File: config.mk
export PLATFORM = sky130hd
export DESIGN_NAME = regfile_fwd
export DESIGN_NICKNAME = d
export VERILOG_FILES = /design/src/rtl/regfile_fwd.sv
export SDC_FILE = /design/constraint.sdc
export NUM_CORES = 2
export LEC_CHECK = 0
export CORE_UTILIZATION = 50
export DETAILED_ROUTE_END_ITERATION = 10
export PLACE_DENSITY = 0.68
export RECOVER_POWER = 100
export SYNTH_ARGS = -nofsm -noshare
export SYNTH_HDL_FRONTEND = slang
export SYNTH_SLANG_ARGS = --single-unit
File: constraint.sdc
create_clock -name clk -period 2.8 [get_ports clk]
set_input_delay 0.42 -clock clk [delete_from_list [all_inputs] [get_ports clk]]
set_output_delay 0.42 -clock clk [all_outputs]
set_load 0.03 [all_outputs]
File: src/rtl/regfile_fwd.sv
// GPR file with per-port EX/MEM/WB operand forwarding, load-use stall detection
// and a saturating stall-cycle counter.
module regfile_fwd #(
    parameter int DATA_W = 32,
    parameter int ADDR_W = 5,
    parameter int NUM_RD = 2,
    parameter int CNT_W  = 16
) (
    input  logic                     clk,
    input  logic                     rst,
    input  logic                     we,
    input  logic [ADDR_W-1:0]        waddr,
    input  logic [DATA_W-1:0]        wdata,
    input  logic [NUM_RD-1:0]        re,
    input  logic [NUM_RD*ADDR_W-1:0] raddr,
    output logic [NUM_RD*DATA_W-1:0] rdata,
    input  logic                     ex_wreg,
    input  logic [ADDR_W-1:0]        ex_wd,
    input  logic [DATA_W-1:0]        ex_wdata,
    input  logic                     ex_is_load,
    input  logic                     mem_wreg,
    input  logic [ADDR_W-1:0]        mem_wd,
    input  logic [DATA_W-1:0]        mem_wdata,
    output logic                     stallreq,
    output logic [CNT_W-1:0]         stall_cnt,
    input  logic                     cnt_clr
);

    localparam int NUM_REGS = 2**ADDR_W;

    logic [DATA_W-1:0] regs_q [NUM_REGS];
    logic [CNT_W-1:0]  cnt_q, cnt_d;
    logic [ADDR_W-1:0] port_addr [NUM_RD];

    for (genvar g = 0; g < NUM_RD; g++) begin : g_addr
        assign port_addr[g] = raddr[g*ADDR_W +: ADDR_W];
    end

    always_ff @(posedge clk) begin
        if (rst) begin
            for (int i = 0; i < NUM_REGS; i++) begin
                regs_q[i] <= '0;
            end
        end else if (we && waddr != '0) begin
            regs_q[waddr] <= wdata;
        end
    end

    // A load in EX has no data yet: skip it as a forward source and stall instead.
    always_comb begin
        rdata    = '0;
        stallreq = 1'b0;
        for (int k = 0; k < NUM_RD; k++) begin
            if (!rst && re[k] && port_addr[k] != '0) begin
                if (ex_wreg && ex_wd == port_addr[k] && !ex_is_load) begin
                    rdata[k*DATA_W +: DATA_W] = ex_wdata;
                end else if (mem_wreg && mem_wd == port_addr[k]) begin
                    rdata[k*DATA_W +: DATA_W] = mem_wdata;
                end else if (we && waddr == port_addr[k]) begin
                    rdata[k*DATA_W +: DATA_W] = wdata;
                end else begin
                    rdata[k*DATA_W +: DATA_W] = regs_q[port_addr[k]];
                end
                if (ex_wreg && ex_is_load && ex_wd == port_addr[k]) begin
                    stallreq = 1'b1;
                end
            end
        end
    end

    always_comb begin
        cnt_d = cnt_q;
        if (cnt_clr) begin
            cnt_d = '0;
        end else if (stallreq && cnt_q != '1) begin
            cnt_d = cnt_q + CNT_W'(1);
        end
    end

    always_ff @(posedge clk) begin
        if (rst) begin
            cnt_q <= '0;
        end else begin
            cnt_q <= cnt_d;
        end
    end

    assign stall_cnt = cnt_q;

endmodule

==> reports/summary.txt <==
CRITICAL PATH
------------------------------------------------------------------------------------------
Reg2reg path depth                                                                       7
Top Family by Delay on Critical Path                                          compound AO/OA/AOI/OAI gates
Setup crit start kind                                                             register
Crit Path Class                                                               register to output port
Maximum fanout along the worst path                                                      2
Depth of the critical timing path with buffers and inverters included                    8
Required time reported for the critical path endpoint                              2.38 ns
Critical path's slowest cell                                                      edfxtp_1
Critical path capture point type                                               output port
Critical path's largest stage delay                                                0.35 ns
Buf/Inv on CP                                                                            2
Data arrival at the endpoint of the critical path                                  2.65 ns
Ordered cell list for the critical path                                       mux2i_1 -> a22o_4 -> a2111oi_4 -> buf_4 -> a21oi_4 -> and3_4 -> a211oi_4 -> buf_12

GRT
------------------------------------------------------------------------------------------
Antenna violations before repair                                                         4
Maximum number of pins on one net before global-route repair                            57
Number of global-route vias before repair                                           45.72k
Most Used Layer, Global Route                                                         met2
Fraction of met1 tracks used by global routing                                      47.41%
All-Layer GR Usage                                                                  36.48%
GRT Residual Overflow                                                                    0
Met3 demand-to-capacity share in global routing                                     7.943%
Global-route wire length before repair                                           314200 um
Global routing met2 resource utilization                                            55.90%

CTS
------------------------------------------------------------------------------------------
Clock Sink Count                                                                      1040
Max Root-Sink Buffers                                                                    3
CTS buffer count                                                                       110
Clock edge transition at the registers on the reported setup and hold paths        0.06 ns
Insertion delay to the later sink of the worst-skew pair                           0.71 ns
Root buffer cell                                                                 clkbuf_16
H-Tree Level Count                                                                       3
Clock tree from TritonCTS                                                             done

SYNTH
------------------------------------------------------------------------------------------
Flip-flop cell with the highest count after synthesis                             edfxtp_1
Netlist cell types                                                                      56
Top-area cell type share of the netlist area                                        52.29%
Ys async rst share                                                                      0%
Synth warnings                                                                           0
Largest area contributor in the synthesized netlist                               edfxtp_1
Seq/Total Area, Yosys                                                               52.84%
Synthesized cell area                                                         0.05880 mm^2
Synth Area per Inst                                                             11.92 um^2
Number of synthesized flops with an enable pin                                        1024
Number of flip-flops and latches in the synthesized netlist                           1040
Number of instances in the synthesized netlist                                        4934
Synth top area cells                                                          edfxtp_1 (52%), mux2i_1 (15%), and2_1 (11%)

TIMING
------------------------------------------------------------------------------------------
Transition time of the tightest slew-check pin                                    2.002 ns
Final period util                                                                   109.5%
Worst clock skew                                                               0.006499 ns
Final WS setup                                                                  -0.2652 ns
Setup violations, final                                                               1087
Final-report max-slew violation count                                                   57
Max transition margin                                                              -33.49%
Shortest clock period the worst path allows after layout                          3.065 ns
Highest attainable clock frequency                                              0.3262 GHz
TNS Setup                                                                        -74.89 ns
Unrepaired setup endpoints after global routing                                       true
Number of hold violations in the final report                                            0

FLOORPLAN
------------------------------------------------------------------------------------------
Die width                                                                         344.9 um
Floorplan row count                                                                    125
Core area                                                                      0.1164 mm^2
Number of ports placed on the die boundary                                             211
Initial core utilization                                                            50.53%
Full die area                                                                  0.1190 mm^2
Die boundary height                                                               344.9 um

POWER AND IR DROP
------------------------------------------------------------------------------------------
Leak pwr                                                                        0.02843 uW
Worst voltage drop across the vdd grid                                           0.5317 mV
Power density over the cells                                                  522.6 mW/mm^2

ROUTE
------------------------------------------------------------------------------------------
DRT antenna net count                                                                    0
DRC violation total after the first TritonRoute iteration                             5881
Vias                                                                                46.24k
First-pass iteration count of the detailed router                                        7
Routed wire length                                                               221000 um
Total DRC errors in the routed layout                                                    0
Via density per instance                                                             6.535
Routed length per instance                                                        31.24 um

PLACE
------------------------------------------------------------------------------------------
Detail Placement HPWL                                                            141000 um
Placer Congestion                                                                   0.9580
Quantity of I/O buffers inserted on ports                                              210

FINAL LAYOUT
------------------------------------------------------------------------------------------
Area Growth Syn to Fin                                                              29.33%
Nets@finish                                                                           5591
Core occupancy in the finished layout                                               65.35%
Share of final-layout standard cells stronger than drive strength 1                 25.48%

MIN PATH
------------------------------------------------------------------------------------------
Hold path cells                                                                          3
Hold/Removal Path Class                                                       primary input to register

RUN
------------------------------------------------------------------------------------------
Maxcap violations                                                                        1

RUN STATUS
------------------------------------------------------------------------------------------
Violated checks                                                               max-capacitance violations, max-slew violations, negative setup slack
Status                                                                        complete, but fails checks

==> stage by stage <==
stage	total power [uW]	hold WS, ns	instances	setup slack (ns)	area (um^2)
floorplan	21520	0.5994	4965	-0.1168	59010
global placement	24350	0.4751	6785	-1.392	67860
detailed placement	24460	0.4868	6785	-1.418	67860
CTS	39500	0.2691	7065	-0.3494	75990
global route	40580	0.4695	7073	-0.3058	76040
finish	39740	0.4546	7075	-0.2652	76050
==> registers in the layout (all words and copies together), names as in the netlist <==
signal and count:
stall_cnt 16, regs_q 1024
==> kinds of logic after synthesis <==
logic type | after synthesis | synth area share (%)
muxes | 899 | 15.30
and+or+nand+nor | 1580 | 16.06
adders and majority gates | 1 | 0.02128
DFF | 1040 | 52.84
xor gates and xnor gates | 31 | 0.4617
AOI/OAI and AO/OA | 865 | 11.34
other | 1 | 0.006377
buffers and inverters | 517 | 3.964
==> power breakdown <==
group	internal, uW	total, uW	leakage (uW)	switching, uW
Sequential	17900	18400	0.00988	469
Combinational	3030	7080	0.0169	4050
Clock	7900	14300	0.00167	6350
Total	28900	39700	0.0284	10900
==> layout make-up <==
type	count	area (um^2)
Antenna cell	2	5.005
Clock buffer	137	2875
Clock inverter	64	548.0
Fill cell	8577	40310
Inverter	6	22.52
Multi-Input combinational cell	3408	29040
Sequential cell	1040	31070
Tap cell	1524	1907
Timing Repair Buffer	894	10580
==> Yosys cell counts, drive strengths merged, types with 64 or more instances <==
cell / instances
a21oi: 142
and2: 998
a211oi: 192
a22o: 64
mux2i: 899
edfxtp: 1024
clkbuf: 342
nand3: 143
o221ai: 64
nor2: 109
and3: 67
a221oi: 66
nor2b: 133
buf: 169
a22oi: 256
==> layer usage <==
metal | share of wire [%] | vias to the layer above
li1 | - | 19569
met1 | 38 | 23169
met2 | 45 | 2818
met3 | 10 | 675
met4 | 7.2 | 4
met5 | 0.010 | -
==> worst min-delay path: stages <==
cell and delay (ns):
clkdlybuf4s50_1 0.51, or3_1 0.12, mux2i_1 0.06
==> placed cells by master (no fill, tap or decap), types with 34 or more instances in the layout <==
master,netlist,final
edfxtp_1,1024,1024
mux2i_1,899,886
and2_1,997,695
buf_4,66,372
and2_0,0,301
a22oi_1,256,247
buf_12,0,182
nand3_1,142,120
clkbuf_16,0,113
clkdlybuf4s50_1,0,100
a211oi_1,153,97
nor2b_1,132,95
a21oi_1,142,78
nor2_1,106,73
and3_4,0,64
a22o_1,64,63
a211oi_4,0,61
buf_6,7,60
clkbuf_1,341,49
a21oi_4,0,46
o221ai_1,64,40
clkbuf_2,1,40
a2111oi_2,0,39
a221oi_2,0,36
nand2b_1,34,34
a211oi_2,39,34
==> path summary, 6_finish.rpt <==
check | slack (ns) | endpoint | startpoint
worst max-delay path | -0.27 | rdata[32] | regs_q[27][0]
worst min-delay path | 0.45 | stall_cnt[4] | cnt_clr
worst max register to register | 0.63 | stall_cnt[1] | stall_cnt[7]
worst min register to register | 0.49 | stall_cnt[6] | stall_cnt[6]
==> what timing repair did <==
item	4_1_cts	5_1_grt
setup endpoints to repair	65	65
hold buffers	0	0
pin swaps	287	48
setup buffers	60	9
resized for setup	761	110
gates cloned	32	2
Power figures use the tool's default switching activity.
